`src/rtl/irq_ctrl.sv`:
```
// Interrupt controller: synchronizes NUM_SRC request lines, latches them as pending and
// presents one request to the CPU, serviced through a claim/complete register handshake.
module irq_ctrl #(
   parameter int                 NUM_SRC  = 8,
   parameter logic [NUM_SRC-1:0] EDGE_RST = '0
) (
   input  logic               clk,
   input  logic               reset,
   input  logic [NUM_SRC-1:0] src_in,
   input  logic               sel,
   input  logic               we,
   input  logic [3:0]         addr,
   input  logic [31:0]        wdata,
   output logic [31:0]        rdata,
   output logic               irq_out
);

   localparam logic [0:0] IDLE    = 1'b0;
   localparam logic [0:0] SERVICE = 1'b1;

   localparam logic [3:0] ADDR_PENDING = 4'h0;
   localparam logic [3:0] ADDR_ENABLE  = 4'h4;
   localparam logic [3:0] ADDR_CLAIM   = 4'h8;
   localparam logic [3:0] ADDR_EDGE    = 4'hC;

   logic [NUM_SRC-1:0] s1, s2, s3;
   logic [NUM_SRC-1:0] pending;
   logic [NUM_SRC-1:0] enable;
   logic [NUM_SRC-1:0] edge_mode;
   logic [0:0]         state;
   logic [4:0]         cur_id;

   logic               rd_acc;
   logic               wr_acc;
   logic [NUM_SRC-1:0] active;
   logic [NUM_SRC-1:0] set_req;
   logic [NUM_SRC-1:0] blocked;
   logic [NUM_SRC-1:0] w1c_mask;
   logic [NUM_SRC-1:0] claim_mask;
   logic [4:0]         claim_id;
   logic               claim;
   logic               complete;
   logic [31:0]        rd_mux;
   logic               unused_wdata;

   // Lowest index wins, so scan from the top and let lower indices overwrite.
   function automatic logic [4:0] lowest_id(input logic [NUM_SRC-1:0] req);
      logic [4:0] id;
      id = 5'd0;
      for (int i = NUM_SRC - 1; i >= 0; i--) begin
         if (req[i]) id = 5'(i + 1);
      end
      return id;
   endfunction

   function automatic logic [NUM_SRC-1:0] id_mask(input logic [4:0] id);
      logic [NUM_SRC-1:0] m;
      for (int i = 0; i < NUM_SRC; i++) begin
         m[i] = (id == 5'(i + 1));
      end
      return m;
   endfunction

   assign rd_acc   = sel & ~we;
   assign wr_acc   = sel & we;
   assign active   = pending & enable;
   assign claim_id = lowest_id(active);

   assign claim    = rd_acc && (addr == ADDR_CLAIM) && (state == IDLE) && (claim_id != 5'd0);
   assign complete = wr_acc && (addr == ADDR_CLAIM) && (state == SERVICE) && (wdata[4:0] == cur_id);

   assign claim_mask = claim ? id_mask(claim_id) : '0;
   assign blocked    = (state == SERVICE) ? id_mask(cur_id) : '0;
   assign w1c_mask   = (wr_acc && (addr == ADDR_PENDING)) ? wdata[NUM_SRC-1:0] : '0;

   // The claimed source cannot re-pend until its complete has been accepted.
   assign set_req = ((edge_mode & s2 & ~s3) | (~edge_mode & s2)) & ~blocked;

   assign irq_out      = (state == IDLE) && (|active);
   assign unused_wdata = ^wdata;

   always_comb begin
      rd_mux = 32'd0;
      case (addr)
         ADDR_PENDING: rd_mux = 32'(pending);
         ADDR_ENABLE:  rd_mux = 32'(enable);
         ADDR_CLAIM:   rd_mux = (state == IDLE) ? 32'(claim_id) : 32'd0;
         ADDR_EDGE:    rd_mux = 32'(edge_mode);
         default:      rd_mux = 32'd0;
      endcase
   end

   always_ff @(posedge clk or negedge reset) begin
      if (!reset) begin
         s1 <= '0;
         s2 <= '0;
         s3 <= '0;
      end else begin
         s1 <= src_in;
         s2 <= s1;
         s3 <= s2;
      end
   end

   // Set beats a same-cycle W1C; a claim clear beats a same-cycle set.
   always_ff @(posedge clk or negedge reset) begin
      if (!reset) begin
         pending <= '0;
      end else begin
         pending <= ((pending & ~w1c_mask) | set_req) & ~claim_mask;
      end
   end

   always_ff @(posedge clk or negedge reset) begin
      if (!reset) begin
         enable    <= '0;
         edge_mode <= EDGE_RST;
      end else if (wr_acc) begin
         if (addr == ADDR_ENABLE) enable <= wdata[NUM_SRC-1:0];
         if (addr == ADDR_EDGE)   edge_mode <= wdata[NUM_SRC-1:0];
      end
   end

   always_ff @(posedge clk or negedge reset) begin
      if (!reset) begin
         state  <= IDLE;
         cur_id <= 5'd0;
      end else if (claim) begin
         state  <= SERVICE;
         cur_id <= claim_id;
      end else if (complete) begin
         state  <= IDLE;
         cur_id <= 5'd0;
      end
   end

   always_ff @(posedge clk or negedge reset) begin
      if (!reset) begin
         rdata <= 32'd0;
      end else if (rd_acc) begin
         rdata <= rd_mux;
      end
   end

endmodule

```
`config.mk`:
```
export PLATFORM = sky130hd
export DESIGN_NAME = irq_ctrl
export DESIGN_NICKNAME = d
export VERILOG_FILES = /design/src/rtl/irq_ctrl.sv
export SDC_FILE = /design/constraint.sdc
export NUM_CORES = 1
export LEC_CHECK = 0
export BUFFER_PORTS_ARGS = -buffer_cell sky130_fd_sc_hd__buf_4
export CORE_MARGIN = 2
export CORE_UTILIZATION = 50
export DETAILED_ROUTE_END_ITERATION = 12
export GPL_ROUTABILITY_DRIVEN = 0
export GPL_TIMING_DRIVEN = 0
export PLACE_DENSITY = 0.76
export SLEW_MARGIN = 10
export SYNTH_ARGS = -nofsm -noshare
export SYNTH_HDL_FRONTEND = slang
export SYNTH_SLANG_ARGS = --single-unit
```
`constraint.sdc`:
```
create_clock -name clk -period 2.1 [get_ports clk]
set_input_delay 0.42 -clock clk [delete_from_list [all_inputs] [get_ports clk]]
set_output_delay 0.42 -clock clk [all_outputs]
set_load 0.1 [all_outputs]
```
# Word-level counts from Yosys, hierarchy flattened
# Cells that the tools add are included.
[totals]
register_bits = 86
latch_bits = 0
ramBits = 0
romBits = 0
in_bits = 48
mem_count = 0
[op_classes]
n_addsub = 0
n_mul = 0
div = 0
n_lt_le_gt_ge = 0
eq_ne = 20
shifts = 0
n_mux = 17
n_bitwise = 18
n_reduce_logical = 14
[op_table]
columns = ["op", "n"]
rows = [
  ["$and A8 B8 Y8", 7],
  ["$eq A5 B3 Y1 const B", 8],
  ["$not A8 Y8", 5],
  ["$mux W4", 8],
  ["$pmux W8 S4", 1],
  ["$mux W8", 3],
  ["$eq A5 B2 Y1 const B", 4],
  ["$or A8 B8 Y8", 2],
  ["$mux W5", 3],
  ["$eq A5 B1 Y1 const B", 2],
  ["$eq A5 B4 Y1 const B", 2],
  ["$eq A4 B4 Y1 const B", 2],
  ["$logic_and A1 B1 Y1", 8],
  ["$reduce_or A8 Y1", 1],
  ["$eq A5 B5 Y1", 1],
  ["$reduce_bool A5 Y1", 1],
  ["$eq A4 B3 Y1 const B", 1],
  ["$logic_not A4 Y1", 1],
  ["$reduce_and A2 Y1", 2],
  ["$and A1 B1 Y1", 2],
  ["$mux W1", 2],
  ["$not A1 Y1", 2],
  ["$reduce_bool A2 Y1", 1],
]

# Depth between registers and ports, before layout
# Gate-level depths: netlist (run 1).
[logic_depth]
depth_word = 14
ltp_mapped = 5
mapped_depth_nobuf = 5

# Least setup slack after synthesis (run 1)
# Ideal clock, no wire load.
[synth_timing]
path_kind = "flip-flop to output port"
startpoint = "reg pending[2]"
endpoint = "out irq_out"
arrival_ns = 2.695
slack_ns = -1.015
path_stages_with_launch = 6
path_buffers = 0
path_cell_list = "dfrtp_1 -> a22o_1 -> nand2b_2 -> a41oi_2 -> inv_1 -> a21oi_1"
[synth_between]
elab_chain_len = 3
[synth_lines]
columns = ["element", "line_no", "rtl"]
rows = [
  ["from (decl)", "27", "logic [NUM_SRC-1:0] pending;"],
  ["from (signal assigned)", "110", "pending <= ((pending & ~w1c_mask) | set_req) & ~claim_mask;"],
  ["$and A8 B8 Y8", "66", "assign active = pending & enable;"],
  ["$reduce_or A8 Y1", "79", "assign irq_out = (state == IDLE) && (|active);"],
  ["$logic_and A1 B1 Y1", "79", ""],
  ["to (decl)", "15", "output logic irq_out"],
]
# No other way between the ends.

# Worst setup path after layout (run 1)
# Same ends and word-level chain as after synthesis.

==> impl_metrics.tcl, run 1 <==
set metrics [dict create \
    yosys-top-cells-count "dfrtp_1 (61), nand2_1 (37), buf_4 (24), mux2_2 (16)" \
    pwr-share-seq_pct 42.3 \
    first_global_vias 2001 \
    synthToLayoutAreaGrowth_pct 26.3 \
    fp.dieW_um 78.9 \
    fin_skew_ns 0.0121 \
    p_switching_uw 1230 \
    ctsHoldBuffers 0 \
    sw_frac_of_total_pct 36.3 \
    fin_ws_ns -0.152 \
    clk_path_buf_depth 2 \
    grt_usage_pct 21.1 \
    antenna_found_initial 0 \
    avgSynthCellArea_um2 11.7 \
    utilization_pct 64.8 \
    coreArea_um2 5470 \
    ant_nets 0 \
    min_period_ns 2.25 \
    grt_pass1_wl_mm 9.90 \
    firstDrtPassIters 4 \
    async_flop_share_pct 100 \
    ys_types 51 \
    cts_root_buffer "clkbuf_8" \
    tns_ns -0.152 \
    netlist_area_um2 2810 \
    cts_max_level 3 \
    drv_slew 0 \
    fillCellCount 440 \
    critical_path_class "reg -> out" \
    antenna_cells 0 \
    final-hold-violation-count 0 \
    drt-wirelength-per-cell_um 15.5 \
    rsz0062_at_grt "yes" \
    drv_cap 0 \
    hpwl_mm 4.17 \
    finalCritPeriodShare_pct 107 \
    crit_fanout 5 \
    avgViaCountPerCell 5.40 \
    cts_buffers 9 \
    synth_top_cell_area_share_pct 54.4 \
    p_int_uw 2150 \
    worst_slew_pin_slew_ns 0.844 \
    p_comb_share_pct 31.5 \
    synth-seq-cells 61 \
    synth_top_area_cell "dfrtp_1" \
    drt_iter0_drc 299 \
    nets 365 \
    power_frac_clock_pct 26.2 \
    cp.arrival_ns 1.83 \
    start_kind "flop" \
    setup_viol 1 \
    status "finished with violations" \
    cp-end-kind "output pin" \
    drt-total-wl_mm 6.09 \
    die_h_um 78.9 \
    clk_latency_ns 0.34 \
    netlist_instances 240 \
    holdCritPathClass "in -> async" \
    power.density_nw_per_um2 954 \
    slew_headroom_pct 43.3 \
    num_rows 27 \
    violations "setup timing" \
    ys.flop_type "dfrtp_1" \
    start_util_pct 51.3 \
    grt_start_max_net_pins 62 \
    path_clk_slew_ns 0.07 \
    synth_enable_flop_cells 0 \
    yosys-top-cells-area "dfrtp_1 (54%), buf_4 (6.4%), mux2_2 (6.4%)" \
    max_freq_ghz 0.444 \
    ys_seq_area_share_pct 54.4 \
    drive_gt1_share_pct 35.6 \
    peakVddDrop_mv 0.490 \
    required_ns 1.68 \
    drcViolationCount 0 \
    yosysWarnings 0 \
    port_buffers 32 \
    die_area_um2 6230 \
    clock_sinks 61 \
    via_count 2115 \
    io_pins 81 \
    cts_tree "done" \
    grt_overflow 0 \
    p_leak_uw 0.00164 \
    yosysMostFrequentCell "dfrtp_1" \
]
[metal layers]
| metal | wire, um | up-vias | GRT usage, % |
|---|---|---|---|
| li1 | - | 974 | - |
| met1 | 2590 | 1027 | 28.8 |
| met2 | 2810 | 96 | 31.0 |
| met3 | 506 | 18 | 5.68 |
| met4 | 182 | 0 | 11.2 |
| met5 | 0 | - | 0 |
[final timing paths]
kind,from,to,slack [ns],depth (start not counted)
setup / recovery,pending[2],irq_out,-0.15,6
min in group clk,src_in[6],s1[6],0.18,1
hold / removal,reset,s3[4],0.14,1
setup reg to reg,pending[2],cur_id[1],0.23,6
max in group asynchronous,reset,rdata[7],1.47,1
hold reg to reg,s1[2],s2[2],0.35,0
[worst max-delay path: stages, from the launching register on]
cell      delay (ns)
dfrtp_1         0.40
a22o_1          0.28
nand2b_4        0.19
a41oi_4         0.21
inv_2           0.07
a21oi_4         0.15
buf_12          0.19
[kinds of logic after synthesis]
| family | Yosys count | share of synthesized area (%) |
|---|---|---|
| mux | 25 | 9.63 |
| xor+xnor | 4 | 1.25 |
| simple gates | 73 | 13.7 |
| flops | 61 | 54.4 |
| buf+inv | 29 | 7.13 |
| compound gates | 47 | 13.7 |
| other cells | 1 | 0.134 |
[cell type report]
cell class                      instances  area, um^2  area share, %
Sequential cell                        61        1530           43.1
Multi-Input combinational cell        173        1230           34.6
Timing Repair Buffer                   43         335           9.46
Buffer                                 28         196           5.54
Clock buffer                           12         155           4.38
Tap cell                               72        90.1           2.54
Clock inverter                          2        10.0          0.282
Inverter                                1        3.75          0.106
[power groups by stage]
| stage | clock network, uW | registers [uW] | logic [uW] |
|---|---|---|---|
| final | 887 | 1430 | 1070 |
| after floorplan | 0 | 1480 | 671 |
| after global placement | 0 | 1440 | 908 |
| after detailed placement | 0 | 1440 | 921 |
| after global routing | 977 | 1450 | 1130 |
| after CTS | 911 | 1430 | 1010 |
[through the flow]
step,area [um^2],hold slack (ns),power [uW],std cells,worst slack [ns]
after floorplan,2920,0.124,2150,263,0.0000819
after global placement,3250,0.332,2350,367,-0.0881
after detailed placement,3250,0.336,2360,367,-0.142
after CTS,3490,0.165,3340,385,-0.143
after global routing,3540,0.163,3550,392,-0.198
final,3540,0.139,3380,392,-0.152
[placed cells by master (no fill, tap or decap), types with 3 or more instances in the layout]
cell type,Yosys,routed
xor2_1,3,3
nand3_1,4,4
mux2i_1,9,9
buf_4,24,66
clkbuf_1,2,3
nand2_1,37,37
conb_1,1,24
mux2_2,16,16
o21ai_0,5,5
nor2_1,5,5
dfrtp_1,61,61
a32oi_1,9,9
a22o_1,8,8
nor3_1,5,4
clkbuf_8,0,11
a21oi_1,9,8
[sequential cells by signal (all words and copies together) (netlist names)]
register and flops:
cur_id 4, rdata 8, s2 8, edge_mode 8, pending 8, state 1
enable 8, s1 8, s3 8
[repair_timing]
item / in CTS / in global routing
setup buffers: 4 / 7
gates cloned: 0 / 0
pin swaps: 2 / 1
setup endpoints to repair: 1 / 3
gates resized for setup: 8 / 1
No activity file was read; power rests on OpenSTA's default activity.
==> run 2: changes to the inputs <==
--- a/config.mk
+++ b/config.mk
@@ -12,6 +12,7 @@
 export GPL_ROUTABILITY_DRIVEN = 0
 export GPL_TIMING_DRIVEN = 0
 export PLACE_DENSITY = 0.76
+export SETUP_SLACK_MARGIN = 0.4
 export SLEW_MARGIN = 10
 export SYNTH_ARGS = -nofsm -noshare
 export SYNTH_HDL_FRONTEND = slang
==> run 2 against run 1 <==
The run still ends with setup timing left. Final cell count up 0.51%. Power up 0.17%. Sequential power about the same. Sequential share of layout area is 0.20 points lower. Non-clock buffer count up 2. Flip-flop and latch count is the same. Clock power is essentially flat. Hold slack lost 0.0010 ns. Final area grew 0.64%. Largest cell class unchanged.
==> impl_metrics.tcl, run 2 (synthesis results as in run 1) <==
set metrics [dict create \
    status "finished with violations" \
    violations "setup timing" \
    cts_tree "done" \
    cp-end-kind "output pin" \
    place_ws_ns -0.142 \
    rsz0062_at_grt "yes" \
    hpwl_mm 4.17 \
    clk_latency_ns 0.34 \
    cp_top_family "compound AO/OA/AOI/OAI gates" \
    layout_commonest_cell "buf_4" \
    crit_path_start "pending[2]" \
    min_period_ns 2.26 \
    drv_slew 0 \
    r2r_end "cur_id[1]" \
    num_rows 27 \
    power_frac_clock_pct 26.1 \
    p_switching_uw 1230 \
    nets 367 \
    drt-total-wl_mm 6.18 \
    port_buffers 32 \
    drt-wirelength-per-cell_um 15.7 \
    drv_cap 0 \
    sw_frac_of_total_pct 36.4 \
    holdCritPathClass "in -> async" \
    final-hold-violation-count 0 \
    drt_iter0_drc 289 \
    critPathMaxStageDelay_ns 0.40 \
    fin_ws_ns -0.158 \
    clock_sinks 61 \
    ant_nets 0 \
    mostFrequentLayoutCells "buf_4 (68), dfrtp_1 (59), nand2_1 (37)" \
    path_clk_slew_ns 0.07 \
    finalCritPeriodShare_pct 108 \
    start_kind "flop" \
    synthToLayoutAreaGrowth_pct 27.1 \
    cp_slowest_cell "dfrtp_1" \
    grt_usage_pct 21.1 \
    setup_viol 1 \
    cts_buffers 9 \
    critical_path_class "reg -> out" \
    first_global_vias 2002 \
    worst-path-stages 6 \
    crit_fanout 5 \
    slew_headroom_pct 39.5 \
    pwr-share-seq_pct 42.2 \
    start_util_pct 51.3 \
    cp.arrival_ns 1.84 \
    drive_gt1_share_pct 37.0 \
    firstDrtPassIters 5 \
    peakVddDrop_mv 0.492 \
    power.density_nw_per_um2 950 \
    antenna_found_initial 0 \
    endpoint "irq_out" \
    cp.buffers_inverters 2 \
    cts_root_buffer "clkbuf_8" \
    reg2reg_from "pending[6]" \
    fillCellCount 437 \
    tns_ns -0.158 \
    die_h_um 78.9 \
    p_int_uw 2150 \
    clk_path_buf_depth 2 \
    die_area_um2 6230 \
    via_count 2142 \
    antenna_cells 0 \
    grt_pass1_wl_mm 9.90 \
    grt_start_max_net_pins 62 \
    reg2regPathDepth 6 \
    coreArea_um2 5470 \
    grt_overflow 0 \
    io_pins 81 \
    crit_chain "a22o_1 > nand2b_4 > a41oi_4 > inv_2 > a21oi_4 > buf_12" \
    cts_max_level 3 \
    ctsHoldBuffers 0 \
    drcViolationCount 0 \
    fin_skew_ns 0.0115 \
    fp.dieW_um 78.9 \
    p_leak_uw 0.00165 \
    required_ns 1.68 \
    r2r_slack_ns 0.24 \
    avgViaCountPerCell 5.44 \
    max_freq_ghz 0.443 \
    p_comb_share_pct 31.6 \
    worst_slew_pin_slew_ns 0.900 \
]
-- run 2: cell types whose count changed in the layout (fill, tap and decap cells not counted) --
cell,delta
buf_4,+2
dfrtp_1,-2
nand3_1,-1
nand3_2,+1
dfrtp_2,+2
-- run 2: final cells by class --
class	instances	area (um^2)	share of cell area [%]
clock buffers	12	155	4.35
inverters	1	3.75	0.105
repair buffers	45	350	9.82
flip-flops and latches	61	1530	42.9
clock inverters	2	10.0	0.281
well taps	72	90.1	2.53
plain buffers	28	196	5.51
multi-input cells	173	1230	34.5
-- run 2: worst min path at each step --
stage / slack, ns / startpoint / endpoint / cells after the start
2_1_floorplan: 0.12 / reset / cur_id[0] / 0
3_3_place_gp: 0.33 / s1[2] / s2[2] / 0
3_5_place_dp: 0.34 / s1[2] / s2[2] / 0
4_1_cts: 0.17 / reset / cur_id[0] / 1
5_1_grt: 0.16 / src_in[5] / s1[5] / 1
6_report: 0.14 / reset / s3[4] / 1
-- run 2: power by group through the flow --
stage | Clock [uW] | Combinational, uW | Sequential, uW
5_1_grt | 975 | 1130 | 1450
4_1_cts | 911 | 1010 | 1430
3_5_place_dp | 0 | 921 | 1440
6_report | 885 | 1070 | 1430
2_1_floorplan | 0 | 671 | 1480
3_3_place_gp | 0 | 908 | 1440
-- run 2: through the flow --
stage	utilization [%]	hold WS (ns)	power, uW	instance area (um^2)	instances
2_1_floorplan	-	0.124	2150	2920	263
3_3_place_gp	59.4	0.332	2350	3250	367
3_5_place_dp	59.4	0.336	2360	3250	367
4_1_cts	63.7	0.165	3340	3490	385
5_1_grt	65.2	0.162	3550	3570	394
6_report	65.2	0.138	3390	3570	394
-- run 2: what timing repair did --
| item | CTS | global route |
|---|---|---|
| pin swaps | 2 | 4 |
| setup buffers | 4 | 9 |
| endpoints found under the hold margin | 0 | 0 |
| resized for setup | 8 | 4 |
| endpoints found under the setup margin | 13 | 24 |
| cloned | 0 | 0 |
-- run 2: routing by layer --
layer  share of wire, %  global-route usage (%)  up-vias  wire length (um)
met4                2.3                    11.2        0               140
met5                  0                       0        -                 0
met2                 47                    31.0      109              2880
li1                   -                       -      981                 -
met1                 42                    28.8     1034              2590
met3                9.2                    5.68       18               568
-- run 2: worst reg2reg max path: stages (launching register included) --
cell	delay [ns]
dfrtp_1	0.42
a22oi_2	0.32
buf_4	0.19
a41oi_4	0.12
buf_4	0.17
o41ai_4	0.34
mux2i_1	0.22
==> run 3: changes to the inputs <==
==> constraint.sdc (replaced) <==
create_clock -name clk -period 2.1 [get_ports clk]
set_input_delay 0.42 -clock clk [delete_from_list [all_inputs] [get_ports clk]]
set_output_delay 0.42 -clock clk [all_outputs]
set_load 0.05 [all_outputs]
==> run 3 against run 2 <==
Clock skew is 0.0010 ns higher. Die area is the same. The run still ends with setup timing left. Setup slack gained 0.046 ns. Count of clock-buffer cells in the layout is the same. Largest power group unchanged. Highest routed layer unchanged.
==> impl_metrics.tcl, run 3 (synthesis results as in run 1) <==
set metrics [dict create \
    synthToLayoutAreaGrowth_pct 27.5 \
    ctsHoldBuffers 0 \
    pwr-share-seq_pct 44.3 \
    crit_fanout 4 \
    fin_ws_ns -0.112 \
    rsz0062_at_grt "yes" \
    drt_iter0_drc 297 \
    num_rows 27 \
    cp.arrival_ns 1.79 \
    critical_path_class "reg -> out" \
    drv_slew 0 \
    layout_commonest_cell "buf_4" \
    setup_viol 1 \
    holdCritPathClass "in -> async" \
    fin_skew_ns 0.0125 \
    cts_root_buffer "clkbuf_8" \
    port_buffers 32 \
    cp.buffers_inverters 2 \
    power.density_nw_per_um2 903 \
    coreArea_um2 5470 \
    start_util_pct 51.3 \
    multiInputGateArea_um2 1250 \
    path_clk_slew_ns 0.07 \
    mostFrequentLayoutCells "buf_4 (69), dfrtp_1 (60), nand2_1 (37)" \
    avgViaCountPerCell 5.46 \
    cp-end-kind "output pin" \
    p_switching_uw 1070 \
    crit_path_start "pending[2]" \
    slew_headroom_pct 42.5 \
    grt_usage_pct 21.7 \
    clock_sinks 61 \
    antenna_cells 0 \
    cts_max_level 3 \
    cts_tree "done" \
    ant_nets 0 \
    firstDrtPassIters 5 \
    antenna_found_initial 0 \
    regArea_um2 1530 \
    grt_overflow 0 \
    status "finished with violations" \
    critPathMaxStageDelay_ns 0.41 \
    utilization_pct 65.4 \
    drt-wirelength-per-cell_um 15.8 \
    reg2reg_from "enable[6]" \
    drv_cap 0 \
    p_int_uw 2160 \
    worst_slew_pin_slew_ns 0.855 \
    hpwl_mm 4.17 \
    fp.dieW_um 78.9 \
    required_ns 1.68 \
    max_freq_ghz 0.452 \
    grt_start_max_net_pins 62 \
    power.total_uw 3230 \
    min_period_ns 2.21 \
    die_area_um2 6230 \
    cp_slowest_cell "dfrtp_1" \
    p_leak_uw 0.00166 \
    first_global_vias 2065 \
    sw_frac_of_total_pct 33.2 \
    start_kind "flop" \
    power_frac_clock_pct 27.5 \
    io_pins 81 \
    drive_gt1_share_pct 37.2 \
    final-hold-violation-count 0 \
    violations "setup timing" \
    nets 368 \
    finalCritPeriodShare_pct 105 \
    fillCellCount 431 \
    peakVddDrop_mv 0.412 \
    crit_chain "a22o_1 > nand2b_4 > a41oi_4 > inv_2 > a21oi_4 > buf_6" \
    clk_path_buf_depth 2 \
    cp_top_family "compound AO/OA/AOI/OAI gates" \
    p_comb_share_pct 28.2 \
    cts_buffers 9 \
    clk_latency_ns 0.34 \
    drt-total-wl_mm 6.25 \
    die_h_um 78.9 \
    drcViolationCount 0 \
    grt_pass1_wl_mm 10.2 \
    via_count 2158 \
]
==> run 3: changes by cell type in the layout (fill, tap and decap cells not counted) <==
cell	previous run	this run
a32oi_1	9	8
a32oi_2	0	1
buf_12	1	0
buf_4	68	69
buf_6	0	1
dfrtp_1	59	60
dfrtp_2	2	1
nor3b_2	2	1
nor3b_4	0	1
o21ai_0	5	4
o21ai_1	0	1
==> run 3: what timing repair did <==
| item | 4_1_cts | 5_1_grt |
|---|---|---|
| pin swaps | 6 | 1 |
| gates resized for setup | 6 | 6 |
| setup buffers | 9 | 5 |
| endpoints found under the setup margin | 13 | 24 |
==> run 3: stage by stage <==
step	std cells	setup TNS [ns]	setup slack [ns]	hold slack, ns	cell area (um^2)
floorplan	263	0	0.236	0.124	2920
global placement	367	-0.0436	-0.0436	0.332	3250
detailed placement	367	-0.0979	-0.0979	0.336	3250
CTS	390	-0.0787	-0.0787	0.165	3520
global route	395	-0.158	-0.158	0.163	3580
finish	395	-0.112	-0.112	0.140	3580
==> run 3: power groups by stage <==
stage | registers [uW] | logic, uW | clock network [uW]
final | 1430 | 910 | 888
after global routing | 1450 | 970 | 976
after CTS | 1430 | 846 | 911
after detailed placement | 1440 | 749 | 0
after global placement | 1440 | 736 | 0
after floorplan | 1440 | 540 | 0
==> run 3: metal layers <==
metal,GRT usage (%),part of all wire (%),vias up
met5,0,0,-
met2,31.6,46,117
li1,-,-,979
met3,6.25,9.9,28
met1,29.3,40,1034
met4,11.9,3.8,0
==> run 3: final timing paths <==
| path | endpoint | slack [ns] | cells after the start |
|---|---|---|---|
| min reg2reg | s2[2] | 0.35 | 0 |
| min | s3[4] | 0.14 | 1 |
| min in group clk | s1[7] | 0.19 | 1 |
| max | irq_out | -0.11 | 6 |
| max in group asynchronous | pending[4] | 1.44 | 1 |
| max reg2reg | cur_id[1] | 0.24 | 6 |
==> run 3: layout make-up <==
type | count | share of cell area (%)
Multi-Input combinational cell | 173 | 34.8
Timing Repair Buffer | 46 | 9.76
Sequential cell | 61 | 42.7
Buffer | 28 | 5.49
Clock buffer | 12 | 4.34
Tap cell | 72 | 2.52
Inverter | 1 | 0.105
Clock inverter | 2 | 0.280
